## src/rtl/trdb_packet_arbiter_if.sv

```systemverilog
// -----------------------------------------------------------------------------
// trdb_packet_arbiter_if
//
// Purpose:
//   Bundles the producer-side request bus and the word-stream output of the
//   trace packet arbiter so the arbiter and its environment share one port.
//
// Parameters (must match the arbiter instance):
//   NUM_REQ    number of packet producers
//   PACKET_LEN packet width in bits (multiple of WORD_LEN)
//   WORD_LEN   output word width
//   LEN_W      width of one length field
//   GID_W      width of the grant index
//
// Signals:
//   req_valid_i   [NUM_REQ]            per-producer packet valid
//   req_ready_o   [NUM_REQ]            per-producer accept, one-hot or zero
//   req_packet_i  [NUM_REQ*PACKET_LEN] packet bits, bit 0 transmitted first
//   req_len_i     [NUM_REQ*LEN_W]      packet length in bits
//   word_o        [WORD_LEN]           output word
//   word_valid_o                       output word valid
//   word_ready_i                       sink ready
//   word_last_o                        final word of a packet
//   grant_id_o    [GID_W]              producer currently being emitted
//   busy_o                             arbiter not idle
//
// Modports:
//   master  the arbiter itself (drives accepts and the word stream)
//   slave   producers plus word sink (drive requests and word_ready_i)
// -----------------------------------------------------------------------------
interface trdb_packet_arbiter_if #(
  parameter int NUM_REQ    = 3,
  parameter int PACKET_LEN = 128,
  parameter int WORD_LEN   = 32,
  parameter int LEN_W      = $clog2(PACKET_LEN) + 1,
  parameter int GID_W      = (NUM_REQ > 1) ? $clog2(NUM_REQ) : 1
) ();

  logic [NUM_REQ-1:0]            req_valid_i;
  logic [NUM_REQ-1:0]            req_ready_o;
  logic [NUM_REQ*PACKET_LEN-1:0] req_packet_i;
  logic [NUM_REQ*LEN_W-1:0]      req_len_i;
  logic [WORD_LEN-1:0]           word_o;
  logic                          word_valid_o;
  logic                          word_ready_i;
  logic                          word_last_o;
  logic [GID_W-1:0]              grant_id_o;
  logic                          busy_o;

  modport master (
    input  req_valid_i,
    input  req_packet_i,
    input  req_len_i,
    input  word_ready_i,
    output req_ready_o,
    output word_o,
    output word_valid_o,
    output word_last_o,
    output grant_id_o,
    output busy_o
  );

  modport slave (
    output req_valid_i,
    output req_packet_i,
    output req_len_i,
    output word_ready_i,
    input  req_ready_o,
    input  word_o,
    input  word_valid_o,
    input  word_last_o,
    input  grant_id_o,
    input  busy_o
  );

endinterface

```

## src/rtl/trdb_packet_arbiter.sv

```systemverilog
// -----------------------------------------------------------------------------
// trdb_packet_arbiter
//
// Purpose:
//   Shares the trace packet output path between several packet producers
//   (instruction-trace encoder, periodic sync generator, software packet
//   source). One pending packet is picked per round in round-robin order,
//   captured, and serialized LSB-first into WORD_LEN-bit words. Bits of the
//   last word beyond the packet length are forced to zero.
//
// Ports:
//   clk_i  clock, single domain
//   rst_i  synchronous active-high reset
//   bus    trdb_packet_arbiter_if.master: request bus (valid/ready/packet/len
//          per producer) and output word stream (word/valid/ready/last),
//          plus grant_id_o and busy_o status
//
// Optional feature:
//   TRDB_PACKET_ARB_HEADER_EN  when defined, every packet is preceded by one
//   header word {16'h0, 8'(grant_id), 8'(clamped length)}. A zero-length
//   packet then emits only that header, flagged as last.
//
// Timing notes:
//   req_ready_o is combinational from req_valid_i and the state only;
//   word_ready_i never reaches req_ready_o in the same cycle. All word-stream
//   outputs and status outputs come straight from registers.
// -----------------------------------------------------------------------------
module trdb_packet_arbiter #(
  parameter int NUM_REQ    = 3,
  parameter int PACKET_LEN = 128,
  parameter int WORD_LEN   = 32,
  parameter int LEN_W      = $clog2(PACKET_LEN) + 1,
  parameter int GID_W      = (NUM_REQ > 1) ? $clog2(NUM_REQ) : 1
) (
  input  logic                    clk_i,
  input  logic                    rst_i,
  trdb_packet_arbiter_if.master   bus
);

  localparam int MAX_WORDS = PACKET_LEN / WORD_LEN;
  // Word counter must hold 0..MAX_WORDS inclusive.
  localparam int NW_W      = $clog2(MAX_WORDS + 1);

  localparam logic [1:0] S_IDLE = 2'd0;
  localparam logic [1:0] S_HDR  = 2'd1;
  localparam logic [1:0] S_EMIT = 2'd2;

  // ---------------------------------------------------------------------------
  // Helpers
  // ---------------------------------------------------------------------------

  // Word idx of the packet with every bit at or beyond len forced to zero.
  function automatic logic [WORD_LEN-1:0] slice_word(
    input logic [PACKET_LEN-1:0] pkt,
    input logic [LEN_W-1:0]      len,
    input logic [NW_W-1:0]       idx
  );
    logic [WORD_LEN-1:0] w;
    int                  base;
    w    = '0;
    base = int'(idx) * WORD_LEN;
    for (int b = 0; b < WORD_LEN; b++) begin
      if (((base + b) < int'(len)) && ((base + b) < PACKET_LEN)) begin
        w[b] = pkt[base + b];
      end else begin
        w[b] = 1'b0;
      end
    end
    return w;
  endfunction

`ifdef TRDB_PACKET_ARB_HEADER_EN
  // Header word layout: {16'h0, 8-bit grant id, 8-bit clamped length}.
  function automatic logic [WORD_LEN-1:0] hdr_word(
    input logic [GID_W-1:0] gid,
    input logic [LEN_W-1:0] len
  );
    logic [31:0] h;
    h = {16'h0000, 8'(gid), 8'(len)};
    return WORD_LEN'(h);
  endfunction
`endif

  // ---------------------------------------------------------------------------
  // State
  // ---------------------------------------------------------------------------
  logic [1:0]            state_r;
  logic [PACKET_LEN-1:0] pkt_r;
  logic [LEN_W-1:0]      len_r;
  logic [NW_W-1:0]       nwords_r;
  logic [NW_W-1:0]       idx_r;
  logic [GID_W-1:0]      gid_r;
  logic [GID_W-1:0]      last_grant_r;
  logic [WORD_LEN-1:0]   word_r;
  logic                  valid_r;
  logic                  last_r;
  logic                  busy_r;

  logic [1:0]            state_nxt_s;
  logic [PACKET_LEN-1:0] pkt_nxt_s;
  logic [LEN_W-1:0]      len_nxt_s;
  logic [NW_W-1:0]       nwords_nxt_s;
  logic [NW_W-1:0]       idx_nxt_s;
  logic [GID_W-1:0]      gid_nxt_s;
  logic [GID_W-1:0]      last_grant_nxt_s;
  logic [WORD_LEN-1:0]   word_nxt_s;
  logic                  valid_nxt_s;
  logic                  last_nxt_s;
  logic                  busy_nxt_s;

  logic                  win_found_s;
  logic [GID_W-1:0]      win_id_s;
  logic [PACKET_LEN-1:0] win_pkt_s;
  logic [LEN_W-1:0]      win_len_raw_s;
  logic [LEN_W-1:0]      win_len_s;
  logic [NW_W-1:0]       win_nw_s;
  logic                  grant_ok_s;
  logic                  word_fire_s;
  logic [NUM_REQ-1:0]    req_ready_s;

  // ---------------------------------------------------------------------------
  // Arbitration
  // ---------------------------------------------------------------------------

  // Round-robin search starting one past the previous winner.
  always_comb begin : rr_search
    int cand;
    cand        = 0;
    win_found_s = 1'b0;
    win_id_s    = '0;
    for (int i = 1; i <= NUM_REQ; i++) begin
      cand = (int'(last_grant_r) + i) % NUM_REQ;
      if (!win_found_s && bus.req_valid_i[cand]) begin
        win_found_s = 1'b1;
        win_id_s    = GID_W'(cand);
      end else begin
        win_found_s = win_found_s;
      end
    end
  end

  // Winner's packet, clamped length and word count; accept only in IDLE.
  always_comb begin : win_capture
    win_pkt_s     = bus.req_packet_i[int'(win_id_s)*PACKET_LEN +: PACKET_LEN];
    win_len_raw_s = bus.req_len_i[int'(win_id_s)*LEN_W +: LEN_W];
    if (win_len_raw_s > LEN_W'(PACKET_LEN)) begin
      win_len_s = LEN_W'(PACKET_LEN);
    end else begin
      win_len_s = win_len_raw_s;
    end
    win_nw_s    = NW_W'((int'(win_len_s) + WORD_LEN - 1) / WORD_LEN);
    // A request seen during reset would be accepted and then lost.
    grant_ok_s  = (state_r == S_IDLE) && win_found_s && !rst_i;
    if (grant_ok_s) begin
      req_ready_s = NUM_REQ'(1) << win_id_s;
    end else begin
      req_ready_s = '0;
    end
    word_fire_s = valid_r && bus.word_ready_i;
  end

  // ---------------------------------------------------------------------------
  // Sequencer
  // ---------------------------------------------------------------------------

  // Next-state and next-output computation for the IDLE/HDR/EMIT sequencer.
  always_comb begin : next_state
    state_nxt_s      = state_r;
    pkt_nxt_s        = pkt_r;
    len_nxt_s        = len_r;
    nwords_nxt_s     = nwords_r;
    idx_nxt_s        = idx_r;
    gid_nxt_s        = gid_r;
    last_grant_nxt_s = last_grant_r;
    word_nxt_s       = word_r;
    valid_nxt_s      = valid_r;
    last_nxt_s       = last_r;

    case (state_r)
      S_IDLE: begin
        if (grant_ok_s) begin
          pkt_nxt_s        = win_pkt_s;
          len_nxt_s        = win_len_s;
          nwords_nxt_s     = win_nw_s;
          gid_nxt_s        = win_id_s;
          last_grant_nxt_s = win_id_s;
          idx_nxt_s        = '0;
`ifdef TRDB_PACKET_ARB_HEADER_EN
          state_nxt_s      = S_HDR;
          word_nxt_s       = hdr_word(win_id_s, win_len_s);
          valid_nxt_s      = 1'b1;
          last_nxt_s       = (win_len_s == '0);
`else
          state_nxt_s      = S_EMIT;
          if (win_nw_s == '0) begin
            // Zero-length packet: one dead EMIT cycle, nothing presented.
            word_nxt_s  = '0;
            valid_nxt_s = 1'b0;
            last_nxt_s  = 1'b0;
          end else begin
            word_nxt_s  = slice_word(win_pkt_s, win_len_s, '0);
            valid_nxt_s = 1'b1;
            last_nxt_s  = (win_nw_s == NW_W'(1));
          end
`endif
        end else begin
          state_nxt_s = S_IDLE;
        end
      end

      S_HDR: begin
`ifdef TRDB_PACKET_ARB_HEADER_EN
        if (word_fire_s) begin
          if (nwords_r == '0) begin
            state_nxt_s = S_IDLE;
            word_nxt_s  = '0;
            valid_nxt_s = 1'b0;
            last_nxt_s  = 1'b0;
          end else begin
            state_nxt_s = S_EMIT;
            idx_nxt_s   = '0;
            word_nxt_s  = slice_word(pkt_r, len_r, '0);
            valid_nxt_s = 1'b1;
            last_nxt_s  = (nwords_r == NW_W'(1));
          end
        end else begin
          state_nxt_s = S_HDR;
        end
`else
        state_nxt_s = S_IDLE;
        word_nxt_s  = '0;
        valid_nxt_s = 1'b0;
        last_nxt_s  = 1'b0;
`endif
      end

      S_EMIT: begin
        if (nwords_r == '0) begin
          state_nxt_s = S_IDLE;
          word_nxt_s  = '0;
          valid_nxt_s = 1'b0;
          last_nxt_s  = 1'b0;
        end else if (word_fire_s) begin
          if (idx_r == (nwords_r - NW_W'(1))) begin
            state_nxt_s = S_IDLE;
            idx_nxt_s   = '0;
            word_nxt_s  = '0;
            valid_nxt_s = 1'b0;
            last_nxt_s  = 1'b0;
          end else begin
            idx_nxt_s   = idx_r + NW_W'(1);
            word_nxt_s  = slice_word(pkt_r, len_r, idx_r + NW_W'(1));
            valid_nxt_s = 1'b1;
            last_nxt_s  = ((idx_r + NW_W'(1)) == (nwords_r - NW_W'(1)));
          end
        end else begin
          // Stalled: word, last and grant id hold.
          state_nxt_s = S_EMIT;
        end
      end

      default: begin
        state_nxt_s = S_IDLE;
        idx_nxt_s   = '0;
        word_nxt_s  = '0;
        valid_nxt_s = 1'b0;
        last_nxt_s  = 1'b0;
      end
    endcase

    busy_nxt_s = (state_nxt_s != S_IDLE);
  end

  // State and output registers; reset drops any packet in flight.
  always_ff @(posedge clk_i) begin
    if (rst_i) begin
      state_r      <= S_IDLE;
      pkt_r        <= '0;
      len_r        <= '0;
      nwords_r     <= '0;
      idx_r        <= '0;
      gid_r        <= '0;
      last_grant_r <= GID_W'(NUM_REQ - 1);
      word_r       <= '0;
      valid_r      <= 1'b0;
      last_r       <= 1'b0;
      busy_r       <= 1'b0;
    end else begin
      state_r      <= state_nxt_s;
      pkt_r        <= pkt_nxt_s;
      len_r        <= len_nxt_s;
      nwords_r     <= nwords_nxt_s;
      idx_r        <= idx_nxt_s;
      gid_r        <= gid_nxt_s;
      last_grant_r <= last_grant_nxt_s;
      word_r       <= word_nxt_s;
      valid_r      <= valid_nxt_s;
      last_r       <= last_nxt_s;
      busy_r       <= busy_nxt_s;
    end
  end

  assign bus.req_ready_o  = req_ready_s;
  assign bus.word_o       = word_r;
  assign bus.word_valid_o = valid_r;
  assign bus.word_last_o  = last_r;
  assign bus.grant_id_o   = gid_r;
  assign bus.busy_o       = busy_r;

endmodule

```

## src/flat_wrapper.sv

```systemverilog
// flat-port wrapper written by rule: the top's interface ports become plain ports
module trdb_packet_arbiter_flat 
#(
  parameter int NUM_REQ    = 3,
  parameter int PACKET_LEN = 128,
  parameter int WORD_LEN   = 32,
  parameter int LEN_W      = $clog2(PACKET_LEN) + 1,
  parameter int GID_W      = (NUM_REQ > 1) ? $clog2(NUM_REQ) : 1
)
  (clk_i, rst_i, bus_req_valid_i, bus_req_packet_i, bus_req_len_i, bus_word_ready_i, bus_req_ready_o, bus_word_o, bus_word_valid_o, bus_word_last_o, bus_grant_id_o, bus_busy_o);
  trdb_packet_arbiter_if #(.NUM_REQ(NUM_REQ), .PACKET_LEN(PACKET_LEN), .WORD_LEN(WORD_LEN), .LEN_W(LEN_W), .GID_W(GID_W)) bus_i ();
  input  logic clk_i;
  input  logic rst_i;
  input wire logic [$bits(bus_i.req_valid_i)-1:0] bus_req_valid_i;
  input wire logic [$bits(bus_i.req_packet_i)-1:0] bus_req_packet_i;
  input wire logic [$bits(bus_i.req_len_i)-1:0] bus_req_len_i;
  input wire logic [$bits(bus_i.word_ready_i)-1:0] bus_word_ready_i;
  output wire logic [$bits(bus_i.req_ready_o)-1:0] bus_req_ready_o;
  output wire logic [$bits(bus_i.word_o)-1:0] bus_word_o;
  output wire logic [$bits(bus_i.word_valid_o)-1:0] bus_word_valid_o;
  output wire logic [$bits(bus_i.word_last_o)-1:0] bus_word_last_o;
  output wire logic [$bits(bus_i.grant_id_o)-1:0] bus_grant_id_o;
  output wire logic [$bits(bus_i.busy_o)-1:0] bus_busy_o;
  assign bus_i.req_valid_i = bus_req_valid_i;
  assign bus_i.req_packet_i = bus_req_packet_i;
  assign bus_i.req_len_i = bus_req_len_i;
  assign bus_i.word_ready_i = bus_word_ready_i;
  assign bus_req_ready_o = bus_i.req_ready_o;
  assign bus_word_o = bus_i.word_o;
  assign bus_word_valid_o = bus_i.word_valid_o;
  assign bus_word_last_o = bus_i.word_last_o;
  assign bus_grant_id_o = bus_i.grant_id_o;
  assign bus_busy_o = bus_i.busy_o;
  trdb_packet_arbiter #(.NUM_REQ(NUM_REQ), .PACKET_LEN(PACKET_LEN), .WORD_LEN(WORD_LEN), .LEN_W(LEN_W), .GID_W(GID_W)) u_core (.clk_i(clk_i), .rst_i(rst_i), .bus(bus_i));
endmodule
```

## config.mk

```make
export PLATFORM = sky130hd
export DESIGN_NAME = trdb_packet_arbiter_flat
export DESIGN_NICKNAME = d
export VERILOG_FILES = /design/src/rtl/trdb_packet_arbiter_if.sv /design/src/rtl/trdb_packet_arbiter.sv /design/src/flat_wrapper.sv
export SDC_FILE = /design/constraint.sdc
export NUM_CORES = 1
export LEC_CHECK = 0
export ABC_CLOCK_PERIOD_IN_PS = 3200
export CAP_MARGIN = 20
export CELL_PAD_IN_SITES_DETAIL_PLACEMENT = 1
export CELL_PAD_IN_SITES_GLOBAL_PLACEMENT = 2
export CORE_MARGIN = 3
export CORE_UTILIZATION = 21
export DETAILED_ROUTE_END_ITERATION = 12
export PLACE_DENSITY = 0.84
export SYNTH_ARGS = -nofsm -noshare
export SYNTH_HDL_FRONTEND = slang
export SYNTH_SLANG_ARGS = --single-unit
```

## constraint.sdc

```tcl
create_clock -name clk_i -period 3.2 [get_ports clk_i]
set_input_delay 0.64 -clock clk_i [delete_from_list [all_inputs] [get_ports clk_i]]
set_output_delay 0.64 -clock clk_i [all_outputs]
set_load 0.05 [all_outputs]
```

## Word level (Yosys, flattened, before mapping)

Cells that the tools add are included.

- Reduce and logical (&&, ||, !) cells: 48
- Order comparisons: 132
- Eq/ne operators: 9
- Add/sub/neg operators: 39
- Divide/modulo/power cells: 3
- Muxes and demuxes: 204
- Shifts and indexed selects: 3
- Bitwise logic cells: 2

Operators by type and width:

| kind | count |
|---|---|
| $lt A32 B9 Y1 const B | 62 |
| $lt A32 B9 Y1 | 31 |
| $shiftx A384 B10 Y128 | 1 |
| $bmux W1 S7 | 31 |
| $mux W32 | 5 |
| $mux W1 | 146 |
| $add A8 B5 Y9 const B | 16 |
| $lt A5 B8 Y1 const A | 16 |
| $lt A32 B4 Y1 const B | 3 |
| $mod A32 B3 Y32 const B | 3 |
| $add A8 B4 Y9 const B | 8 |
| $lt A4 B8 Y1 const A | 8 |
| $pmux W32 S2 | 1 |
| $logic_and A1 B1 Y1 | 37 |
| $add A8 B3 Y9 const B | 4 |
| $lt A3 B8 Y1 const A | 4 |
| $shiftx A24 B6 Y8 | 1 |
| $add A8 B2 Y9 const B | 2 |
| $lt A1 B8 Y1 const A | 2 |
| $lt A2 B8 Y1 const A | 2 |
| $lt A8 B8 Y1 const B | 2 |
| $mux W3 | 5 |
| $mux W2 | 7 |
| $sub A9 B1 Y10 const B | 1 |
| other kinds (31) | 42 |

- Logic and storage cells: 451
- Input port bits: 414
- Flip-flop bits (word level): 183

## Longest topological paths before layout

Gate-level depths: netlist of run 1.

- Word-level depth: 24
- Mapped depth: 14
- Gate-level depth less buffers: 11

## Worst setup path before layout of run 1

No wires, ideal clock.

- Kind: reg2out
- From: reg u_core.last_grant_r[0]
- To: out bus_req_ready_o[0]
- Buffers on the path: 4
- Setup slack: -0.826 ns
- Data arrival time: 3.386 ns
- Stages on the path, launching flop included: 12
- Required time: 2.560 ns
- Cell sequence: dfxtp_1 -> inv_1 -> ha_1 -> buf_2 -> and3b_1 -> a311o_1 -> o22ai_2 -> inv_2 -> buf_4 -> clkbuf_1 -> clkbuf_1 -> nor3_1

- Longest elaborated chain between the ends: 15
- Elaborated cells on any way between the ends: 29

RTL lines:

| what | line | source |
|---|---|---|
| start: declaration | trdb_packet_arbiter.sv:93 | `logic [GID_W-1:0] last_grant_r;` |
| start signal: assignment | trdb_packet_arbiter.sv:283 | `last_grant_r <= GID_W'(NUM_REQ - 1);` |
| start signal: assignment | trdb_packet_arbiter.sv:295 | `last_grant_r <= last_grant_nxt_s;` |
| $add A2 B1 Y3 | trdb_packet_arbiter.sv:132 | `cand = (int'(last_grant_r) + i) % NUM_REQ;` |
| $mod A32 B3 Y32 | trdb_packet_arbiter.sv:132 |  |
| $bmux W1 S2 | trdb_packet_arbiter.sv:133 | `if (!win_found_s && bus.req_valid_i[cand]) begin` |
| $mux W1 (implied by the code) (2 in series) | trdb_packet_arbiter.sv:133 |  |
| $mux W1 | trdb_packet_arbiter.sv:133 |  |
| $logic_not A1 Y1 | trdb_packet_arbiter.sv:133 |  |
| $logic_and A1 B1 Y1 | trdb_packet_arbiter.sv:133 |  |
| $mux W1 | trdb_packet_arbiter.sv:133 |  |
| $logic_not A1 Y1 | trdb_packet_arbiter.sv:133 |  |
| $logic_and A1 B1 Y1 | trdb_packet_arbiter.sv:133 |  |
| $mux W1 | trdb_packet_arbiter.sv:133 |  |
| $logic_and A1 B1 Y1 (2 in series) | trdb_packet_arbiter.sv:153 | `grant_ok_s = (state_r == S_IDLE) && win_found_s && !rst_i;` |
| $mux W3 * | trdb_packet_arbiter.sv:154 | `if (grant_ok_s) begin` |
| end: declaration | flat_wrapper.sv:18 | `output wire logic [$bits(bus_i.req_ready_o)-1:0] bus_req_ready_o;` |

Every way passes the cells marked *; elsewhere a longest branch is shown, timed or not. The select of a mux whose other input is x is not followed.

## Worst setup path in the final report of run 1

Same ends and word-level chain as after synthesis.

==> results.md, run 1 <==
### Yosys
- **post-synth net total** 1,866
- **number of warnings reported in the yosys synthesis log** 0
- **number of instances in the synthesized netlist** 1,441
- **number of distinct library cell variants in the gate-level netlist after synthesis** 72
- **dominant register cell in the synthesized netlist** sky130_fd_sc_hd__dfxtp_1
- **average instance area after synthesis** 7.78 µm²
- **async set or reset register ratio after synthesis** 0
- **area leader, netlist** sky130_fd_sc_hd__dfxtp_1
- **area share of the largest cell type after synthesis** 0.325
- **flops & latches, synth** 182
- **fraction of the yosys area taken by sequential cells** 0.325
- **Post-synth EDFFs** 0
- **netlist area before placement** 11,200 µm²
- **largest cells by area after synthesis** sky130_fd_sc_hd__dfxtp_1, sky130_fd_sc_hd__a21oi_1, sky130_fd_sc_hd__nand2_1

### STA
- **Worst Hold Margin** 0.475 ns
- **Clock Skew** 0.0152 ns
- **final critical path time including I/O delays and setup** 3.24 ns
- **max-slew violations** 0
- **hold violation total from the final report** 0
- **max frequency** 309 MHz
- **headroom to the max-slew limit** 0.316
- **unrepaired setup endpoints after global routing** true
- **post-route setup slack** -0.0407 ns
- **setup violators final** 1
- **slew of the pin with the lowest slew margin** 1.03 ns
- **final worst path period share** 1.01

### Run status
- **violated checks** setup timing
- **result of the run** finished, violations left

### GRT
- **pin count of the biggest net entering global routing** 95
- **global-route wire length before repair** 87,800 µm
- **total routing usage reported by global routing** 0.206
- **number of global-route vias before repair** 13,700
- **initial antenna violation count** 4
- **global route overflow** 0

### Clock tree
- **clock-pin slew of the registers on the worst-case setup and hold paths** 0.08 ns
- **TritonCTS clock tree** built
- **Skew-Pair Late Insertion Delay** 0.44 ns
- **number of clock sinks seen by CTS** 182
- **total clock buffers created by CTS** 17
- **clk buf depth** 2
- **library cell used as clock root buffer** sky130_fd_sc_hd__clkbuf_16
- **# H-tree levels** 4
- **count of hold buffers inserted by post-cts repair** 0

### Detailed routing
- **average wire length per cell after detail routing** 23.0 µm
- **post-DR vias/cell** 4.95
- **count of routing violations after the opening detailed-route iteration** 753
- **antenna-violating nets left** 0
- **total iterations of the first detailed-routing run** 5
- **DRC Markers** 0
- **number of vias after detailed routing** 13,200
- **Detailed Route WL** 61,600 µm

### Floorplanning
- **initial cell density of the core** 0.213
- **row cnt** 84
- **x dimension of the die** 237 µm
- **area of the die** 56,200 µm²
- **core outline area** 52,700 µm²
- **I/O pin total** 454
- **die outline height** 237 µm

### Place
- **Setup WS pre-CTS** -0.543 ns
- **# placed instances** 2,616
- **GPL Wtd Cong** 0.950
- **port bufs** 453
- **cell area after placement** 17,400 µm²
- **HPWL after detailed placement** 48,600 µm

### Layout
- **Post-Layout Cell Count** 2,674
- **area added between synthesis and finish** 67.9%
- **final cell area excluding filler cells** 18,800 µm²
- **most common cell after layout, fill and taps aside** sky130_fd_sc_hd__clkdlybuf4s50_1
- **highest-count cells in the layout ignoring fill and taps** sky130_fd_sc_hd__clkdlybuf4s50_1, sky130_fd_sc_hd__a21oi_1, sky130_fd_sc_hd__nand2_1
- **fraction of layout instances using a drive strength above 1** 0.175
- **antenna cells** 0
- **Total Nets Final** 2,398

### Setup path
- **kind of start point of the critical path** flop
- **endpoint class of the critical path** output port
- **path type of the worst setup path** reg2out
- **required time reported for the critical path endpoint** 2.56 ns
- **crit path DAT** 2.60 ns
- **FF-to-FF Start** u_core.last_grant_r[0]
- **start point of the critical path** u_core.last_grant_r[0]
- **critical path fanouts, max** 6
- **flop-to-flop setup slack** 0.03 ns

### Power and ir drop
- **Worst VDD drop** 0.344 mV
- **power per standard cell area** 544 nW/µm²
- **Leak Pwr** 7.13 nW

### Run
- **number of max-capacitance violations reported** 0

### Worst hold path
- **class of the tightest hold or removal check** reg2reg
- **HP Start** u_core.bus.word_o[11]

-- worst max-delay path, stage by stage, from the launching register on --
cell and delay (ns):
sky130_fd_sc_hd__dfxtp_2 0.35, sky130_fd_sc_hd__inv_2 0.06, sky130_fd_sc_hd__buf_6 0.12, sky130_fd_sc_hd__ha_4 0.16, sky130_fd_sc_hd__buf_6 0.11, sky130_fd_sc_hd__nand3b_1 0.21, sky130_fd_sc_hd__o21a_1 0.18, sky130_fd_sc_hd__a31oi_4 0.22
sky130_fd_sc_hd__buf_6 0.15, sky130_fd_sc_hd__nand2_8 0.11, sky130_fd_sc_hd__nor3_4 0.31, sky130_fd_sc_hd__buf_12 0.17
-- power by group --
group | internal (mW) | switching (mW)
Sequential | 2.59 | 0.278
Combinational | 2.39 | 2.80
Clock | 1.13 | 1.07
-- what timing repair did --
action / in CTS / in global routing
pin swaps: 10 / 32
resized for setup: 36 / 76
buffers inserted: 10 / 14
endpoints found under the setup margin: 31 / 48
cloned: 3 / 1
-- logic make-up (layout without fill, tap and decap cells) --
logic type | count (synthesis) | in the layout | synth area share
mux | 90 | 90 | 0.117
xor+xnor | 9 | 9 | 0.00826
other cells | 1 | 1 | 0.000334
fa+ha+maj | 11 | 11 | 0.0123
simple gates | 499 | 499 | 0.218
flops | 182 | 182 | 0.325
compound gates | 505 | 505 | 0.266
buf+inv | 144 | 689 | 0.0541
-- path summary, 6_finish.rpt --
path / endpoint / cells after the start
setup / recovery: bus_req_ready_o[0] / 11
hold / removal: u_core.bus.word_o[11] / 2
setup reg to reg: u_core.bus.word_o[11] / 14
hold reg to reg: u_core.bus.word_o[11] / 2
-- synth_stat cells, types with 4 or more instances --
cell                       instances
sky130_fd_sc_hd__ha_1             11
sky130_fd_sc_hd__nand2_1         201
sky130_fd_sc_hd__nand3_1          10
sky130_fd_sc_hd__a32oi_1          12
sky130_fd_sc_hd__mux2i_1          54
sky130_fd_sc_hd__a21oi_1         245
sky130_fd_sc_hd__buf_2            17
sky130_fd_sc_hd__mux4_2           32
sky130_fd_sc_hd__buf_6             4
sky130_fd_sc_hd__a211o_1           6
sky130_fd_sc_hd__nor3_1           17
sky130_fd_sc_hd__buf_4             4
sky130_fd_sc_hd__clkbuf_1         84
sky130_fd_sc_hd__buf_1            19
sky130_fd_sc_hd__nor2b_1           5
sky130_fd_sc_hd__a211oi_1         41
sky130_fd_sc_hd__nand2b_1          8
sky130_fd_sc_hd__o21ai_0         130
sky130_fd_sc_hd__a21oi_2           6
sky130_fd_sc_hd__o32ai_1           7
sky130_fd_sc_hd__xor2_1            4
sky130_fd_sc_hd__o211ai_1          7
sky130_fd_sc_hd__nor2_1          130
sky130_fd_sc_hd__nor3b_1           5
sky130_fd_sc_hd__dfxtp_1         182
sky130_fd_sc_hd__o31ai_1          10
sky130_fd_sc_hd__xnor2_1           4
sky130_fd_sc_hd__inv_1            15
sky130_fd_sc_hd__a31oi_1          11
sky130_fd_sc_hd__nand3b_1         96
sky130_fd_sc_hd__or3_1             5
-- layer usage --
| layer | share of wire | track usage |
|---|---|---|
| met1 | 0.43 | 0.265 |
| met2 | 0.50 | 0.362 |
| met3 | 0.053 | 0.0341 |
| met4 | 0.018 | 0.0398 |
| met5 | 0.0010 | 0 |
-- registers in the layout (all words and copies together) (netlist names) --
register	flops
u_core.bus.word_valid_o	1
u_core.idx_r	3
u_core.state_r	2
u_core.len_r	8
u_core.bus.grant_id_o	1
u_core.bus.word_last_o	1
u_core.bus.word_o	32
u_core.nwords_r	3
u_core.bus.busy_o	1
u_core.last_grant_r	2
u_core.pkt_r	128
-- stage by stage --
stage	total power, mW	util	TNS [ns]
after CTS	10.0	0.349	-0.0179
after global routing	10.8	0.358	-1.55
after global placement	7.43	0.331	-16.93
after floorplan	5.14	-	-0.0892
final	10.2	0.358	-0.0407
after detailed placement	7.51	0.331	-24.46
-- final cells by class --
class | count | area (µm²)
clock buffer | 17 | 425
clock inverter | 15 | 184
fill | 6219 | 33800
inverter | 16 | 76.3
multi-input combinational | 1115 | 7400
sequential | 182 | 3650
tap | 688 | 861
timing repair buffer | 641 | 6230
Power figures use the tool's default switching activity.
==> inputs of run 2 (changes only) <==
--- a/config.mk
+++ b/config.mk
@@ -7,12 +7,11 @@
 export LEC_CHECK = 0
 export ABC_CLOCK_PERIOD_IN_PS = 3200
 export CAP_MARGIN = 20
-export CELL_PAD_IN_SITES_DETAIL_PLACEMENT = 1
-export CELL_PAD_IN_SITES_GLOBAL_PLACEMENT = 2
-export CORE_MARGIN = 3
-export CORE_UTILIZATION = 21
+export CORE_AREA = 3 3 177 179
 export DETAILED_ROUTE_END_ITERATION = 12
-export PLACE_DENSITY = 0.84
+export DIE_AREA = 0 0 180 182
+export PLACE_DENSITY = 0.81
+export SKIP_LAST_GASP = 1
 export SYNTH_ARGS = -nofsm -noshare
 export SYNTH_HDL_FRONTEND = slang
 export SYNTH_SLANG_ARGS = --single-unit
==> run 2 against run 1 <==
The flow now finishes without violations; critical path type unchanged; clock power about the same; setup slack improved by 0.12 ns; flip-flop and latch count stayed put.
==> results.md, run 2 (synthesis results as in run 1) <==
### Layout
- **max reg flops** 128, unchanged
- **final standard cell utilization of the core** 0.602, +0.244
- **most common cell after layout, fill and taps aside** sky130_fd_sc_hd__clkdlybuf4s50_1
- **final cell area excluding filler cells** 17,900 µm², -5.0%
- **highest-count cells in the layout ignoring fill and taps** sky130_fd_sc_hd__clkdlybuf4s50_1, sky130_fd_sc_hd__a21oi_1, sky130_fd_sc_hd__nand2_1
- **area added between synthesis and finish** 59.5%
- **fraction of layout instances using a drive strength above 1** 0.147, -0.0273
- **Total Nets Final** 2,365, -1.4%
- **Post-Layout Cell Count** 2,344, -12%
- **Most flops, register** u_core.pkt_r

### STA
- **headroom to the max-slew limit** 0.468, +0.152
- **post-route setup slack** 0.0823 ns, +0.123 ns
- **max-slew violations** 0, unchanged
- **hold violation total from the final report** 0, unchanged
- **final worst path period share** 0.974, -0.0384
- **final critical path time including I/O delays and setup** 3.12 ns, -0.123 ns
- **unrepaired setup endpoints after global routing** true
- **Clock Skew** 0.0115 ns, -0.00379 ns
- **slew of the pin with the lowest slew margin** 0.798 ns, -0.228 ns
- **setup violators final** 0, -1
- **max frequency** 321 MHz, +3.9%

### Detailed routing
- **count of routing violations after the opening detailed-route iteration** 1,204, +60%
- **Detailed Route WL** 50,800 µm, -18%
- **average wire length per cell after detail routing** 21.7 µm, -5.9%
- **antenna-violating nets left** 0, unchanged
- **post-DR vias/cell** 5.55, +12%
- **total iterations of the first detailed-routing run** 5, unchanged
- **number of vias after detailed routing** 13,000, -1.7%
- **DRC Markers** 0, unchanged

### Clock tree
- **Skew-Pair Late Insertion Delay** 0.44 ns, about the same
- **count of hold buffers inserted by post-cts repair** 0, unchanged
- **TritonCTS clock tree** built
- **library cell used as clock root buffer** sky130_fd_sc_hd__clkbuf_16
- **clock-pin slew of the registers on the worst-case setup and hold paths** 0.07 ns, about the same
- **clk buf depth** 2, unchanged
- **number of clock sinks seen by CTS** 182, unchanged
- **total clock buffers created by CTS** 17, unchanged
- **# H-tree levels** 4, unchanged

### Setup path
- **endpoint class of the critical path** output port
- **critical path fanouts, max** 5, -1
- **critical-path cell with the highest stage delay** sky130_fd_sc_hd__dfxtp_2
- **kind of start point of the critical path** flop
- **crit path DAT** 2.48 ns, -0.12 ns
- **Worst path most repeated cell** sky130_fd_sc_hd__buf_6
- **cells along the critical path** buf_6, ha_4, mux2_4, a211oi_4, o22ai_4, buf_6, nand2b_1, buf_4, nor2_2, buf_12
- **required time reported for the critical path endpoint** 2.56 ns, about the same
- **path type of the worst setup path** reg2out
- **biggest cell delay along the critical path** 0.33 ns, -0.02 ns

### Floorplanning
- **area of the die** 32,800 µm², -42%
- **initial cell density of the core** 0.377, +0.164
- **die outline height** 182 µm, -23%
- **core outline area** 29,700 µm², -44%
- **I/O pin total** 454, unchanged
- **x dimension of the die** 180 µm, -24%
- **row cnt** 63, -25%

### Place
- **# placed instances** 2,301, -12%
- **port bufs** 453, unchanged
- **HPWL after detailed placement** 40,500 µm, -17%
- **cell area after placement** 16,900 µm², -2.8%
- **Setup WS pre-CTS** -0.522 ns, +0.0204 ns
- **GPL Wtd Cong** 1.01, +6.2%

### GRT
- **global route overflow** 0, unchanged
- **total routing usage reported by global routing** 0.290, +0.0841
- **initial antenna violation count** 4, unchanged
- **global-route wire length before repair** 74,100 µm, -16%
- **pin count of the biggest net entering global routing** 119, +25%
- **number of global-route vias before repair** 12,600, -7.5%

### Worst hold path
- **class of the tightest hold or removal check** reg2reg

### Power and ir drop
- **Worst VDD drop** 0.391 mV, +14%
- **power per standard cell area** 538 nW/µm², -1.2%
- **Leak Pwr** 6.90 nW, -3.3%

### Run
- **number of max-capacitance violations reported** 0, unchanged

### Run status
- **result of the run** completed

[run 2: cell count changes in the layout (fill, tap and decap cells not counted), sizes merged]
cell          delta
diode            +1
clkbuf           +1
bufbuf           -3
buf             -30
clkinvlp         -1
dlygate4sd2      -2
inv              +4
dlymetal6s2s     +2
clkinv           -4
[run 2: layout make-up]
type,instances,area (µm²)
multi-input combinational,1115,7220
inverter,16,62.6
clock buffer,18,429
fill,2602,11800
timing repair buffer,608,5860
tap,390,488
antenna,1,2.50
sequential,182,3650
clock inverter,14,176
[run 2: timing repair]
item | in CTS | in global routing
resized for setup | 27 | 30
cloned | 0 | 1
pin swaps | 6 | 7
endpoints found under the setup margin | 20 | 45
setup buffers | 5 | 5
[run 2: stage by stage]
stage	hold WS (ns)	power (mW)	TNS (ns)
finish	0.492	9.62	0
global route	0.514	10.1	-0.0296
CTS	0.486	9.46	-0.0439
detailed placement	0.468	7.17	-48.93
global placement	0.462	7.13	-37.06
floorplan	0.451	5.14	-0.0892
[run 2: path summary, 6_finish.rpt]
| path | endpoint | slack [ns] | depth (start not counted) | from |
|---|---|---|---|---|
| max | bus_req_ready_o[1] | 0.08 | 10 | u_core.last_grant_r[0] |
| min | u_core.bus.word_last_o | 0.49 | 2 | u_core.bus.word_last_o |
| max reg2reg | u_core.bus.word_o[11] | 0.11 | 14 | u_core.last_grant_r[0] |
| min reg2reg | u_core.bus.word_last_o | 0.49 | 2 | u_core.bus.word_last_o |
[run 2: critical path: cells and delay by family (launching register included)]
| kind | cells | cell delay, ns |
|---|---|---|
| simple gates | 2 | 0.29 |
| flops | 1 | 0.33 |
| mux | 1 | 0.32 |
| buf+inv | 4 | 0.54 |
| fa+ha+maj | 1 | 0.17 |
| compound gates | 2 | 0.38 |
[run 2: power by group]
group	switching (mW)	internal (mW)
sequential	0.272	2.59
combinational	2.46	2.11
clock	1.06	1.13
[run 2: routing by layer]
| layer | wire [µm] | GRT usage | share of wire | vias to the layer above |
|---|---|---|---|---|
| li1 | - | - | - | 6207 |
| met1 | 21200 | 0.378 | 0.42 | 6140 |
| met2 | 24600 | 0.493 | 0.48 | 589 |
| met3 | 3890 | 0.0619 | 0.077 | 74 |
| met4 | 1100 | 0.0687 | 0.022 | 4 |
| met5 | 25 | 0 | 0.00049 | - |
==> inputs of run 3 (changes only) <==
==> constraint.sdc (replaced) <==
create_clock -name clk_i -period 3.2 [get_ports clk_i]
set_input_delay 0.32 -clock clk_i [delete_from_list [all_inputs] [get_ports clk_i]]
set_output_delay 0.32 -clock clk_i [all_outputs]
set_load 0.05 [all_outputs]
==> run 3 against run 2 <==
Critical path depth grew 4; largest cell class unchanged; wire length decreased by 1.1%; largest power group unchanged; clock-buffer cell count unchanged; critical endpoint is now u_core.bus.word_o[23]; global-route usage shrank 0.34 points; highest routed layer is now met4; first-iteration DRC count fell by 2.4%; via count grew 0.24%; critical path type is now reg2reg.
==> results.md, run 3 (synthesis results as in run 1) <==
### Run status
- **result of the run** completed

### GRT
- **number of global-route vias before repair** 12,600, -0.36%
- **initial antenna violation count** 0, -4
- **global-route wire length before repair** 73,700 µm, -0.54%
- **pin count of the biggest net entering global routing** 102, -14%
- **total routing usage reported by global routing** 0.286, -0.00344
- **global route overflow** 0, unchanged

### STA
- **unrepaired setup endpoints after global routing** true
- **max-slew violations** 0, unchanged
- **max frequency** 319 MHz, -0.61%
- **final critical path time including I/O delays and setup** 3.14 ns, +0.0192 ns
- **Worst Hold Margin** 0.409 ns, -0.0828 ns
- **headroom to the max-slew limit** 0.388, -0.0800
- **Setup TNS** 0 ns, unchanged
- **slew of the pin with the lowest slew margin** 0.918 ns, +0.120 ns
- **hold violation total from the final report** 0, unchanged
- **setup violators final** 0, unchanged
- **final worst path period share** 0.980, +0.00600
- **Clock Skew** 0.0155 ns, +0.00404 ns

### Floorplanning
- **die outline height** 182 µm, unchanged
- **x dimension of the die** 180 µm, unchanged
- **area of the die** 32,800 µm², unchanged
- **core outline area** 29,700 µm², unchanged
- **row cnt** 63, unchanged
- **initial cell density of the core** 0.377, unchanged
- **I/O pin total** 454, unchanged

### Layout
- **Total Nets Final** 2,349, -0.68%
- **antenna cells** 0, -1
- **highest-count cells in the layout ignoring fill and taps** sky130_fd_sc_hd__clkdlybuf4s50_1, sky130_fd_sc_hd__a21oi_1, sky130_fd_sc_hd__nand2_1
- **Post-Layout Cell Count** 2,327, -0.73%
- **most common cell after layout, fill and taps aside** sky130_fd_sc_hd__clkdlybuf4s50_1
- **final standard cell utilization of the core** 0.601, about the same
- **max reg flops** 128, unchanged
- **Filler Cells Inserted** 2,602, unchanged
- **area added between synthesis and finish** 59.4%, about the same
- **Most flops, register** u_core.pkt_r
- **fraction of layout instances using a drive strength above 1** 0.146, -0.00136

### Place
- **GPL Wtd Cong** 1.01, +0.23%
- **port bufs** 453, unchanged
- **HPWL after detailed placement** 39,300 µm, -3.2%
- **# placed instances** 2,276, -1.1%

### Clock tree
- **total clock buffers created by CTS** 17, unchanged
- **Skew-Pair Late Insertion Delay** 0.44 ns, about the same
- **clk buf depth** 2, unchanged
- **count of hold buffers inserted by post-cts repair** 0, unchanged
- **library cell used as clock root buffer** sky130_fd_sc_hd__clkbuf_16
- **clock-pin slew of the registers on the worst-case setup and hold paths** 0.07 ns, about the same
- **number of clock sinks seen by CTS** 182, unchanged
- **# H-tree levels** 4, unchanged
- **TritonCTS clock tree** built

### Power and ir drop
- **Leak Pwr** 6.83 nW, -1.0%
- **Worst VDD drop** 0.360 mV, -7.9%
- **post-layout total power** 9.51 mW, -1.2%
- **power per standard cell area** 532 nW/µm², -1.1%

### Detailed routing
- **DRC Markers** 0, unchanged
- **antenna-violating nets left** 0, unchanged
- **count of routing violations after the opening detailed-route iteration** 1,175, -2.4%
- **number of vias after detailed routing** 13,000, +0.24%
- **total iterations of the first detailed-routing run** 6, +1
- **Detailed Route WL** 50,200 µm, -1.1%
- **post-DR vias/cell** 5.61, +0.97%
- **average wire length per cell after detail routing** 21.6 µm, -0.41%

### Setup path
- **crit path DAT** 3.46 ns, +0.98 ns
- **endpoint class of the critical path** flop
- **required time reported for the critical path endpoint** 3.52 ns, +0.96 ns
- **kind of start point of the critical path** flop
- **path type of the worst setup path** reg2reg
- **critical path fanouts, max** 7, +2

### Worst hold path
- **class of the tightest hold or removal check** in2reg

### Run
- **number of max-capacitance violations reported** 0, unchanged

[run 3: changes by cell type in the layout (fill, tap and decap cells not counted), sizes merged]
cell	previous run	this run
clkbuf	19	18
dlygate4sd2	1	0
inv	26	22
buf	158	143
dlymetal6s2s	2	0
bufinv	1	0
clkinvlp	0	1
clkinv	3	7
diode	1	0
clkdlybuf4s50	446	449
[run 3: timing repair]
item | 4_1_cts | 5_1_grt
setup buffers | 8 | 10
gates resized for setup | 8 | 62
cloned | 1 | 0
pin swaps | 3 | 20
setup endpoints to repair | 31 | 39
[run 3: worst paths after layout]
| kind | start | to | slack [ns] | cells after the start |
|---|---|---|---|---|
| worst min-delay path | rst_i | u_core.bus.word_o[30] | 0.41 | 3 |
| worst min register to register | u_core.bus.word_o[0] | u_core.bus.word_o[0] | 0.48 | 2 |
| worst max-delay path | u_core.last_grant_r[0] | u_core.bus.word_o[23] | 0.06 | 14 |
| worst max register to register | u_core.last_grant_r[0] | u_core.bus.word_o[23] | 0.06 | 14 |
[run 3: final cells by class]
type | count | area, µm² | area share
clock buffers | 18 | 429 | 0.0240
flip-flops and latches | 182 | 3650 | 0.204
repair buffers | 592 | 5770 | 0.323
multi-input cells | 1115 | 7310 | 0.409
well taps | 390 | 488 | 0.0273
clock inverters | 14 | 156 | 0.00875
inverters | 16 | 66.3 | 0.00371
[run 3: stage by stage]
stage	instance area (µm²)	worst slack, ns
5_1_grt	17900	-0.105
6_report	17900	0.0631
3_3_place_gp	16800	-0.0233
4_1_cts	17500	-0.00997
2_1_floorplan	11200	0.00918
3_5_place_dp	16800	-0.118
[run 3: power by group]
group,leakage [nW],internal [mW],switching [mW]
combinational,5.05,2.09,2.47
clock,0.287,1.05,1.04
sequential,1.49,2.59,0.266
[run 3: critical path: stages, from the launching register on]
cell and delay (ns):
sky130_fd_sc_hd__dfxtp_2 0.33, sky130_fd_sc_hd__buf_4 0.14, sky130_fd_sc_hd__ha_4 0.18, sky130_fd_sc_hd__and4b_1 0.21, sky130_fd_sc_hd__a311o_1 0.35, sky130_fd_sc_hd__o22ai_4 0.24, sky130_fd_sc_hd__buf_6 0.19, sky130_fd_sc_hd__buf_4 0.13
sky130_fd_sc_hd__nand2b_4 0.14, sky130_fd_sc_hd__a21o_1 0.18, sky130_fd_sc_hd__nand3_2 0.13, sky130_fd_sc_hd__nor3_1 0.32, sky130_fd_sc_hd__buf_4 0.20, sky130_fd_sc_hd__nor3_1 0.05, sky130_fd_sc_hd__o221a_2 0.24
[run 3: layer usage]
| layer | vias to the layer above | share of wire | GRT usage |
|---|---|---|---|
| met5 | - | 0 | 0 |
| met4 | 0 | 0.026 | 0.0789 |
| met3 | 77 | 0.079 | 0.0583 |
| met2 | 641 | 0.48 | 0.480 |
| met1 | 6153 | 0.41 | 0.377 |
| li1 | 6174 | - | - |
